--- config.mk ---
export PLATFORM = sky130hd
export DESIGN_NAME = traffic_phase_ctrl
export DESIGN_NICKNAME = d
export VERILOG_FILES = /design/src/rtl/traffic_pkg.sv /design/src/rtl/tick_prescaler.sv /design/src/rtl/traffic_phase_ctrl.sv
export SDC_FILE = /design/constraint.sdc
export NUM_CORES = 1
export LEC_CHECK = 0
export ABC_AREA = 1
export CORE_MARGIN = 2
export CORE_UTILIZATION = 45
export DETAILED_ROUTE_END_ITERATION = 7
export HOLD_SLACK_MARGIN = 0.1
export PLACE_DENSITY = 0.68
export SLEW_MARGIN = 15
export SYNTH_ARGS = -nofsm -noshare
export SYNTH_HDL_FRONTEND = slang
export SYNTH_SLANG_ARGS = --single-unit
--- constraint.sdc ---
create_clock -name CLK -period 4.85 [get_ports CLK]
set_input_delay 0.485 -clock CLK [delete_from_list [all_inputs] [get_ports CLK]]
set_output_delay 0.485 -clock CLK [all_outputs]
set_load 0.1 [all_outputs]
--- src/rtl/traffic_pkg.sv ---
// traffic_pkg: shared definitions for the traffic phase sequencer.
// Holds the controller state encoding and the 3-bit lamp codes
// {green, yellow, red} driven onto each approach.
package traffic_pkg;

  typedef enum logic [2:0] {
    ST_GREEN       = 3'd0,
    ST_FLASH       = 3'd1,
    ST_YELLOW      = 3'd2,
    ST_ALLRED      = 3'd3,
    ST_NIGHT_BLINK = 3'd4
  } state_e;

  localparam logic [2:0] LAMP_G   = 3'b100;
  localparam logic [2:0] LAMP_Y   = 3'b010;
  localparam logic [2:0] LAMP_R   = 3'b001;
  localparam logic [2:0] LAMP_OFF = 3'b000;

endpackage

--- src/rtl/tick_prescaler.sv ---
// tick_prescaler: divides the board clock down to a one-cycle tick strobe.
// Ports:
//   CLK   - board clock
//   RST_N - asynchronous active-low reset (count returns to 0)
//   TICK  - high for the single CLK cycle in which the count sits at
//           CLK_HZ/TICK_HZ-1
module tick_prescaler #(
  parameter int CLK_HZ  = 50_000_000,
  parameter int TICK_HZ = 2
) (
  input  logic CLK,
  input  logic RST_N,
  output logic TICK
);

  localparam int            TC   = CLK_HZ / TICK_HZ - 1;
  localparam int            PW   = (TC > 0) ? $clog2(TC + 1) : 1;
  localparam logic [PW-1:0] TC_V = PW'(TC);

  logic [PW-1:0] cnt_q, cnt_d;

  always_comb begin
    cnt_d = cnt_q + PW'(1);
    if (cnt_q == TC_V) cnt_d = '0;
  end

  always_ff @(posedge CLK or negedge RST_N) begin
    if (!RST_N) cnt_q <= '0;
    else        cnt_q <= cnt_d;
  end

  assign TICK = (cnt_q == TC_V);

endmodule

--- src/rtl/traffic_phase_ctrl.sv ---
// traffic_phase_ctrl: N-approach round-robin traffic-light sequencer with
// green-flash, yellow and all-red clearance, pedestrian walk requests and a
// night flashing mode. All sequencing advances only on the internal tick.
// Ports:
//   CLK     - board clock
//   RST_N   - asynchronous active-low reset
//   NIGHT   - asynchronous night request (synchronised here)
//   PED_REQ - asynchronous pedestrian buttons, one per approach
//   LIGHTS  - registered lamps, bits [3i+2:3i] = {green, yellow, red}
//   WALK    - registered walk indication per crossing
//   PHASE   - approach currently owning green
//   TICK    - one-cycle tick strobe
module traffic_phase_ctrl
  import traffic_pkg::*;
#(
  parameter int CLK_HZ    = 50_000_000,
  parameter int TICK_HZ   = 2,
  parameter int N_APP     = 2,
  parameter int GREEN_T   = 16,
  parameter int FLASH_T   = 6,
  parameter int YELLOW_T  = 6,
  parameter int ALLRED_T  = 2,
  parameter int PED_EXT_T = 8,
  parameter int CNT_W     = 8
) (
  input  logic                 CLK,
  input  logic                 RST_N,
  input  logic                 NIGHT,
  input  logic [N_APP-1:0]     PED_REQ,
  output logic [3*N_APP-1:0]   LIGHTS,
  output logic [N_APP-1:0]     WALK,
  output logic [2:0]           PHASE,
  output logic                 TICK
);

  // Counter reload values: each state holds for exactly its duration in ticks.
  localparam logic [CNT_W-1:0] GREEN_LD     = CNT_W'(GREEN_T - 1);
  localparam logic [CNT_W-1:0] GREEN_EXT_LD = CNT_W'(GREEN_T + PED_EXT_T - 1);
  localparam logic [CNT_W-1:0] FLASH_LD     = CNT_W'((FLASH_T > 0) ? FLASH_T - 1 : 0);
  localparam logic [CNT_W-1:0] YELLOW_LD    = CNT_W'(YELLOW_T - 1);
  localparam logic [CNT_W-1:0] ALLRED_LD    = CNT_W'(ALLRED_T - 1);

  function automatic logic [N_APP-1:0] onehot(input logic [2:0] idx);
    onehot = '0;
    for (int k = 0; k < N_APP; k++)
      if (idx == 3'(k)) onehot[k] = 1'b1;
  endfunction

  function automatic logic [2:0] succ(input logic [2:0] p);
    succ = (p == 3'(N_APP - 1)) ? 3'd0 : p + 3'd1;
  endfunction

  logic tick;

  tick_prescaler #(
    .CLK_HZ  (CLK_HZ),
    .TICK_HZ (TICK_HZ)
  ) u_tick_prescaler (
    .CLK   (CLK),
    .RST_N (RST_N),
    .TICK  (tick)
  );

  // Input synchronisers; ped_s3 is the previous synchronised level for edge detect.
  logic             night_s1_q, night_s2_q;
  logic [N_APP-1:0] ped_s1_q, ped_s2_q, ped_s3_q;
  logic [N_APP-1:0] ped_rise;

  always_ff @(posedge CLK or negedge RST_N) begin
    if (!RST_N) begin
      night_s1_q <= 1'b0;
      night_s2_q <= 1'b0;
      ped_s1_q   <= '0;
      ped_s2_q   <= '0;
      ped_s3_q   <= '0;
    end else begin
      night_s1_q <= NIGHT;
      night_s2_q <= night_s1_q;
      ped_s1_q   <= PED_REQ;
      ped_s2_q   <= ped_s1_q;
      ped_s3_q   <= ped_s2_q;
    end
  end

  assign ped_rise = ped_s2_q & ~ped_s3_q;

  state_e           state_q, state_d;
  logic [CNT_W-1:0] cnt_q, cnt_d;
  logic [2:0]       phase_q, phase_d;
  logic [N_APP-1:0] pend_q, pend_d;
  logic             toggle_q, toggle_d;
  // Set while leaving night mode so that the next green restarts at approach 0.
  logic             restart_q, restart_d;
  logic [N_APP-1:0] clr_mask;
  logic [2:0]       next_owner;

  always_comb begin
    state_d    = state_q;
    cnt_d      = cnt_q;
    phase_d    = phase_q;
    toggle_d   = toggle_q;
    restart_d  = restart_q;
    clr_mask   = '0;
    next_owner = restart_q ? 3'd0 : succ(phase_q);
    if (tick) begin
      case (state_q)
        ST_GREEN: begin
          if (cnt_q == '0) begin
            if (FLASH_T > 0) begin
              state_d = ST_FLASH;
              cnt_d   = FLASH_LD;
            end else begin
              state_d  = ST_YELLOW;
              cnt_d    = YELLOW_LD;
              clr_mask = ~onehot(phase_q);
            end
          end else begin
            cnt_d = cnt_q - CNT_W'(1);
          end
        end
        ST_FLASH: begin
          if (cnt_q == '0) begin
            state_d  = ST_YELLOW;
            cnt_d    = YELLOW_LD;
            clr_mask = ~onehot(phase_q);
          end else begin
            cnt_d = cnt_q - CNT_W'(1);
          end
        end
        ST_YELLOW: begin
          if (cnt_q == '0) begin
            state_d = ST_ALLRED;
            cnt_d   = ALLRED_LD;
          end else begin
            cnt_d = cnt_q - CNT_W'(1);
          end
        end
        ST_ALLRED: begin
          if (cnt_q == '0) begin
            if (night_s2_q) begin
              state_d  = ST_NIGHT_BLINK;
              toggle_d = 1'b0;
            end else begin
              state_d   = ST_GREEN;
              phase_d   = next_owner;
              restart_d = 1'b0;
              // Waiting pedestrians on other crossings stretch this green.
              cnt_d     = (|(pend_q & ~onehot(next_owner))) ? GREEN_EXT_LD : GREEN_LD;
            end
          end else begin
            cnt_d = cnt_q - CNT_W'(1);
          end
        end
        ST_NIGHT_BLINK: begin
          if (!night_s2_q) begin
            state_d   = ST_ALLRED;
            cnt_d     = ALLRED_LD;
            restart_d = 1'b1;
            toggle_d  = 1'b0;
          end else begin
            toggle_d = ~toggle_q;
          end
        end
        default: begin
          state_d = ST_ALLRED;
          cnt_d   = ALLRED_LD;
        end
      endcase
    end
    // A request edge on the clearing cycle survives the clear.
    pend_d = (pend_q & ~clr_mask) | ped_rise;
  end

  always_ff @(posedge CLK or negedge RST_N) begin
    if (!RST_N) begin
      state_q   <= ST_ALLRED;
      cnt_q     <= ALLRED_LD;
      phase_q   <= 3'd0;
      pend_q    <= '0;
      toggle_q  <= 1'b0;
      restart_q <= 1'b0;
    end else begin
      state_q   <= state_d;
      cnt_q     <= cnt_d;
      phase_q   <= phase_d;
      pend_q    <= pend_d;
      toggle_q  <= toggle_d;
      restart_q <= restart_d;
    end
  end

  logic [3*N_APP-1:0] lights_d, lights_q;
  logic [N_APP-1:0]   walk_d, walk_q;
  logic [2:0]         lamp;
  logic               flash_off;

  always_comb begin
    lights_d  = '0;
    walk_d    = '0;
    lamp      = LAMP_R;
    // Odd tick inside FLASH: (FLASH_LD - cnt) is odd exactly when the LSBs differ.
    flash_off = FLASH_LD[0] ^ cnt_q[0];
    for (int i = 0; i < N_APP; i++) begin
      lamp = LAMP_R;
      case (state_q)
        ST_GREEN:       if (phase_q == 3'(i)) lamp = LAMP_G;
        ST_FLASH:       if (phase_q == 3'(i)) lamp = flash_off ? LAMP_OFF : LAMP_G;
        ST_YELLOW:      if (phase_q == 3'(i)) lamp = LAMP_Y;
        ST_NIGHT_BLINK: begin
          if (i == 0) lamp = toggle_q ? LAMP_Y : LAMP_OFF;
          else        lamp = toggle_q ? LAMP_OFF : LAMP_R;
        end
        default:        lamp = LAMP_R;
      endcase
      lights_d[3*i +: 3] = lamp;
    end
    if (state_q == ST_GREEN || state_q == ST_FLASH)
      walk_d = pend_q & ~onehot(phase_q);
  end

  always_ff @(posedge CLK or negedge RST_N) begin
    if (!RST_N) begin
      lights_q <= {N_APP{LAMP_R}};
      walk_q   <= '0;
    end else begin
      lights_q <= lights_d;
      walk_q   <= walk_d;
    end
  end

  assign LIGHTS = lights_q;
  assign WALK   = walk_q;
  assign PHASE  = phase_q;
  assign TICK   = tick;

endmodule
# Word level (Yosys, flattened, before mapping)
# Cells that the tools add are included.
# totals
input_bits	5
reg_bits	59
elab_cells	117
output_inout_bits	12
# classes
eq_ne	15
muxes	60
reduce_logical	13
n_addsub	3
n_bitwise	12
# ops
operator	n
2-to-1 mux 8 bit	5
2-to-1 mux 3 bit	13
case mux 8 bit (4 select lines)	1
2-to-1 mux 1 bit	27
adder 25 x 1 -> 25 bit, second input constant	1
== test 25 bit, second input constant	1
2-to-1 mux 25 bit	1
case mux 3 bit (4 select lines)	2
case mux 3 bit (5 select lines)	1
2-to-1 mux 2 bit	7
inequality test 2 bit, second input constant	7
inverter 2 bit	5
== test 3 x 1 -> 1 bit, second input constant	3
zero test 3 bit	3
bitwise AND 2 bit	4
zero test 8 bit	1
AND reduction 4 bit	2
subtractor 8 x 1 -> 8 bit, second input constant	1
== test 3 x 2 -> 1 bit, second input constant	2
AND reduction 6 bit	1
2-to-1 mux 5 bit	1
AND reduction 5 bit	1
case mux 1 bit (2 select lines)	2
OR reduction 2 bit	2
8 further kinds	9

# Logic depth before layout (Yosys ltp)
# Gate-level depths: netlist of the first run.
# logic_depth
word_depth	16
ltp_mapped	10
depth_no_buf	10

# Modules after synthesis
# From an unflattened synthesis of the first run, not the netlist that was laid out.
# hier_totals
hier_cells	411
hier_area_um2	3241.9
# modules_own_cells
mod	area_each_um2	seq_area_each_um2	cells_each	n_inst
traffic_phase_ctrl	1682.9	857.1	199	1
tick_prescaler	1559.0	625.6	212	1

# Worst setup path before layout of the first run
# OpenSTA, ideal clock, no wires.
# synth_path
kind	register to output
from	register u_tick_prescaler.cnt_q[0]
to	output port TICK
path_slack_ps	2622
arrival_ps	1743
required_time_ps	4365
path_buffers	0
path_stages_with_launch	8
path_cell_list	dfrtp_1 > ha_1 > nand3_4 > clkinv_2 > nand3_1 > nor2_1 > nand2_1 > inv_1
# synth_via
elab_chain_cells	1
# synth_lines
item	line	text
start: declaration	tick_prescaler.sv:20	logic [PW-1:0] cnt_q, cnt_d;
start signal: assignment	tick_prescaler.sv:29	else cnt_q <= cnt_d;
== test 25 bit	tick_prescaler.sv:32	assign TICK = (cnt_q == TC_V);
end: declaration	traffic_phase_ctrl.sv:33	output logic TICK
# No other way between the ends.

# Final worst setup path of the first run
# Ends and elaborated chain as after synthesis.

==> run_results.csv, run 1 <==
group,metric,value,unit
clock_network,cts_hold_buf,0,
timing,fin_skew,0.01125,ns
synth,syn_inst,422,
drt,drt_pre_antenna_iters,5,
synth,synth_edf_count,0,
global_routing,grt_pass1_wl,12410,µm
clock_network,clk_latency,0.35,ns
critical_path,crit_path_end_kind,"output pin",
clock_network,cts_sinks,59,
synth,yosysSeqAreaShare,46.73,%
timing,clock.fmax,297.4,MHz
placed_design,gp_congestion,0.9047,
floorplan,fp.dieW,87.97,µm
final_layout,fillers,664,
critical_path,crit_type,"reg -> out",
final_layout,final_cell_area,3625,µm²
synth,synth_nets,430,
synth,avgSynthCellArea,7.519,µm²
timing,slew_viol_final,0,
final_layout,antennaDiodeCount,0,
clock_network,root_buffer,"clkbuf_8",
final_layout,regArea,1483,µm²
clock_network,post_cts_buffers,0,
clock_network,clockBufferDepth,2,
status,status,"finished, final reports clean",
critical_path,worstSetupStartpointType,"flop",
synth,synthArstFlopShare,100.0,%
drt,drt_drc_violations_left,0,
drt,drt-wirelength-per-cell,13.06,µm
drt,ant_nets,0,
min_path,worstHoldPathType,"in -> async",
clock_network,clk_pin_slew,0.07,ns
floorplan,core,6794,µm²
synth,synth_ff_type,"dfrtp_1",
clock_network,htreeDepth,3,
floorplan,num_rows,30,
timing,rsz0062_at_grt,"false",
timing,setup_viol,0,
synth,ys_seq_elements,59,
timing,fin_crit,3.362,ns
drt,via_per_inst,5.078,
critical_path,crit_fanout,5,
critical_path,cpMaxStageDelayCell,"clkdlybuf4s50_1",
critical_path,crit_path_cell_trace,"ha_1, nand3_4, clkinv_2, nand3_1, nor2_1, nand2_1, inv_1, clkdlybuf4s50_1",
synth,yosys_warnings,0,
floorplan,dieArea,7739,µm²
critical_path,cp.arrival,2.88,ns
drt,route.vias.total,2783,
floorplan,initial_utilization,46.70,%
power_and_ir_drop,leakagePower,1.785,nW
floorplan,die_h,87.97,µm
final_layout,multi_input_area,1433,µm²
placed_design,hpwl,5334,µm
global_routing,antenna_found_initial,0,
power_and_ir_drop,powerDensity,261.9,nW/µm²
placed_design,placed_cell_area,3432,µm²
timing,worst_slew_pin_slew,0.9724,ns
global_routing,grt_max_degree,60,
global_routing,grt_pass1_vias,2703,
synth,mappedNetlistArea,3173,µm²
final_layout,drive_above_1_share,7.965,%
global_routing,grt-ovfl-total,0,
timing,finalCritPeriodShare,69.33,%
critical_path,critPathTopFamily,"buffers and inverters",
synth,synth.distinct_cells,30,
final_layout,final_nets,455,
drt,wirelength,7156,µm
critical_path,worstPathRequired,4.37,ns
clock_network,cts_resized,0,
clock_network,cts_inserted_buffers,9,
clock_network,cts_tree,"yes",
critical_path,critPathBufInv,3,
timing,finalSetupTns,0,ns
timing,finalHoldViolations,0,
final_layout,final_util,53.35,%
run,cap_violations,0,
floorplan,io_pins,17,
critical_path,cp_slowest_stage_delay,1.12,ns
placed_design,io_buffers,16,
power_and_ir_drop,ir_drop,212.8,µV
global_routing,track_usage,21.06,%
drt,drt_iter0_markers,202,
timing,relSlewSlack,34.97,%
final_layout,syn2layout_area_growth,14.24,%
==> cells in the final DEF (no fill, tap or decap), types with 9 or more instances in the layout <==
master             n
nand2_1          115
inv_1             60
nor2_1            58
dfrtp_1           54
nand3_1           38
o21ai_0           20
xor2_1            15
clkdlybuf4s50_1   15
nor3_1            13
nand4_1           11
clkbuf_8           9
==> synthesized netlist by cell type, types with 4 or more instances <==
master / n / share of area (%)
xor2_1: 15 / 4.1
nand2_1: 115 / 14
xnor2_1: 4 / 1.1
inv_1: 60 / 7.1
dfstp_2: 5 / 4.1
o21ai_0: 20 / 3.2
nor2_2: 5 / 0.99
nand3_1: 38 / 6.0
dfrtp_1: 54 / 43
nor3_1: 13 / 2.1
nor2_1: 58 / 6.9
nand4_1: 11 / 2.2
==> routing by layer <==
metal / track usage [%] / routed length (µm) / vias up
met4: 9.510 / 142 / 0
met2: 35.06 / 3548 / 87
met1: 25.99 / 3139 / 1297
li1: - / - / 1382
met5: 0 / 0 / -
met3: 4.995 / 326 / 17
==> stage by stage <==
| step | cells | total power [mW] | hold slack [ns] | setup WS, ns |
|---|---|---|---|---|
| after floorplan | 422 | 0.5062 | 0.1894 | 2.622 |
| after global placement | 532 | 0.5196 | 0.3324 | 1.942 |
| after detailed placement | 532 | 0.5201 | 0.3370 | 1.834 |
| after CTS | 548 | 0.9605 | 0.3040 | 1.453 |
| after global routing | 548 | 0.9819 | 0.3368 | 1.300 |
| final | 548 | 0.9494 | 0.2777 | 1.488 |
==> worst register-to-register path, stage by stage (launching register included) <==
cell,delay [ns]
dfstp_2,0.54
inv_1,0.15
ha_1,0.26
nand2_1,0.11
nor2_4,0.08
nand3_1,0.07
nand2_1,0.06
nor2_2,0.38
inv_1,0.21
nand2_1,0.10
nand2_1,0.05
==> final cells by class <==
cell class	count	share of cell area, %
Clock buffer	9	3.417
Multi-Input combinational cell	298	39.52
Sequential cell	59	40.90
Inverter	62	6.455
Tap cell	96	3.314
Clock inverter	7	1.899
Timing Repair Buffer	17	4.487
==> where the power goes <==
group          total (mW)  internal [mW]  switching (mW)
combinational      0.0126        0.00306         0.00956
sequential          0.497          0.496         0.00169
clock               0.440          0.235           0.205
==> kinds of logic (layout without fill, tap and decap cells) <==
group | count (synthesis) | count (layout) | share of synthesized area [%]
DFF | 59 | 59 | 46.73
adders and majority gates | 3 | 3 | 1.183
and+or+nand+nor | 247 | 247 | 33.83
xor gates and xnor gates | 19 | 19 | 5.244
buffers and inverters | 65 | 95 | 8.123
AOI/OAI and AO/OA | 29 | 29 | 4.890
==> state kept, by name (all words and copies together), names as in the netlist, 2 cells and up <==
name	flops
ped_s1_q	2
pend_q	2
u_tick_prescaler.cnt_q	25
LIGHTS	6
ped_s3_q	2
PHASE	3
cnt_q	8
ped_s2_q	2
WALK	2
state_q	3
==> final timing paths <==
path,endpoint,startpoint,slack (ns),depth (start not counted)
min reg2reg,ped_s2_q[0],ped_s1_q[0],0.35,0
min in group CLK,ped_s2_q[0],ped_s1_q[0],0.35,0
max in group asynchronous,u_tick_prescaler.cnt_q[4],RST_N,4.11,2
min,cnt_q[6],RST_N,0.28,2
max reg2reg,cnt_q[4],cnt_q[0],2.74,10
max,TICK,u_tick_prescaler.cnt_q[0],1.49,8
Note: power is estimated with default switching activity, not from simulation.
==> run 2: changes to the inputs <==
==> constraint.sdc (replaced) <==
create_clock -name CLK -period 3.5 [get_ports CLK]
set_input_delay 0.35 -clock CLK [delete_from_list [all_inputs] [get_ports CLK]]
set_output_delay 0.35 -clock CLK [all_outputs]
set_load 0.1 [all_outputs]
==> run_results.csv, run 2 (synthesis gave the netlist of run 1 again) <==
group,metric,value,unit
clock_network,htreeDepth,3,
global_routing,grt_pass1_vias,2599,
floorplan,num_rows,30,
timing,fin_skew,0.009470,ns
critical_path,crit_fanout,5,
drt,ant_nets,0,
final_layout,mostFrequentLayoutCell,"nand2_1",
critical_path,worstSetupStartpointType,"flop",
clock_network,cts_tree,"yes",
final_layout,fin_cells,548,
final_layout,syn2layout_area_growth,15.02,%
clock_network,root_buffer,"clkbuf_8",
drt,drt-wirelength-per-cell,12.90,µm
global_routing,track_usage,20.65,%
critical_path,crit_path_end_kind,"output pin",
final_layout,final_cell_area,3650,µm²
final_layout,largest_register_ffs,25,
final_layout,final_nets,455,
clock_network,post_cts_buffers,0,
final_layout,regMostFlops,"u_tick_prescaler.cnt_q",
timing,finalHoldViolations,0,
critical_path,r2r_setup_slack,1.52,ns
power_and_ir_drop,ir_drop,237.7,µV
placed_design,placed_cell_area,3430,µm²
floorplan,fp.dieW,87.97,µm
power_and_ir_drop,leakagePower,1.795,nW
critical_path,worstPathRequired,3.15,ns
global_routing,antenna_found_initial,0,
floorplan,initial_utilization,46.70,%
timing,slew_viol_final,0,
clock_network,clockBufferDepth,2,
clock_network,clk_pin_slew,0.07,ns
timing,relSlewSlack,34.64,%
placed_design,hpwl,5183,µm
timing,finalSetupTns,0,ns
timing,fin_crit,2.406,ns
placed_design,dpl.cell_count,532,
run,cap_violations,0,
timing,fin_ws,1.094,ns
drt,wirelength,7071,µm
timing,finalCritPeriodShare,68.74,%
timing,rsz0062_at_grt,"false",
critical_path,cp.arrival,2.06,ns
placed_design,dp_slack,1.453,ns
floorplan,die_h,87.97,µm
clock_network,cts_sinks,59,
drt,route.vias.total,2725,
drt,drt_drc_violations_left,0,
global_routing,grt-ovfl-total,0,
floorplan,dieArea,7739,µm²
floorplan,io_pins,17,
timing,worst_slew_pin_slew,0.9773,ns
status,status,"finished, final reports clean",
global_routing,grt_pass1_wl,12190,µm
timing,clock.fmax,415.6,MHz
placed_design,gp_congestion,0.9227,
power_and_ir_drop,powerDensity,384.9,nW/µm²
clock_network,cts_inserted_buffers,9,
final_layout,final_cell_mix,"nand2_1 (115), inv_1 (60), nor2_1 (58)",
clock_network,cts_resized,0,
final_layout,multi_input_area,1433,µm²
placed_design,io_buffers,16,
global_routing,grt_max_degree,43,
clock_network,cts_hold_buf,0,
min_path,worstHoldPathType,"in -> async",
final_layout,regArea,1483,µm²
drt,via_per_inst,4.973,
drt,drt_iter0_markers,198,
final_layout,fillers,636,
floorplan,core,6794,µm²
critical_path,crit_type,"reg -> out",
final_layout,antennaDiodeCount,0,
timing,setup_viol,0,
final_layout,drive_above_1_share,7.743,%
drt,drt_pre_antenna_iters,5,
clock_network,clk_latency,0.36,ns
==> run 2: cell count changes in the layout (fill, tap and decap cells not counted), sizes merged <==
cell / delta
clkinv: -4
clkbuf: +3
buf: +1
bufinv: +1
clkdlybuf4s50: -1
==> run 2: worst max-delay path, cell delays in order, from the launching register on <==
cell	delay, ns
dfrtp_1	0.39
ha_1	0.24
nand3_4	0.13
clkinv_2	0.07
nand3_1	0.13
nor2_1	0.20
nand2_1	0.18
inv_1	0.09
buf_4	0.28
==> run 2: path summary, 6_finish.rpt <==
path / from / depth (start not counted) / end
max in group asynchronous: RST_N / 2 / u_tick_prescaler.cnt_q[23]
setup reg to reg: cnt_q[0] / 10 / cnt_q[4]
min in group CLK: night_s1_q / 0 / night_s2_q
setup / recovery: u_tick_prescaler.cnt_q[0] / 8 / TICK
hold reg to reg: night_s1_q / 0 / night_s2_q
hold / removal: RST_N / 1 / cnt_q[7]
==> run 2: final cells by class <==
cell class                 count  share of cell area (%)
clock buffer                  12                   3.977
tap                           96                   3.291
timing repair buffer          17                   4.388
sequential                    59                   40.62
inverter                      62                   6.411
clock inverter                 4                   2.057
multi-input combinational    298                   39.25
==> run 2: stage by stage <==
stage	hold WS, ns	utilization (%)	total power, mW
floorplan	0.05441	-	0.7014
global placement	0.3331	50.48	0.7199
detailed placement	0.3347	50.48	0.7203
CTS	0.1568	53.72	1.418
global route	0.2147	53.72	1.447
finish	0.1298	53.72	1.405
==> run 2: per-layer routing <==
layer / up-vias / track usage [%] / wire length, µm
li1: 1377 / - / -
met1: 1255 / 25.96 / 3156
met2: 82 / 34.37 / 3457
met3: 11 / 4.995 / 346
met4: 0 / 8.112 / 110
met5: - / 0 / 0
==> run 2: power breakdown <==
group          switching [mW]  internal [mW]  total (mW)
logic                  0.0134        0.00425      0.0176
clock network           0.277          0.421       0.698
registers             0.00230          0.687       0.689
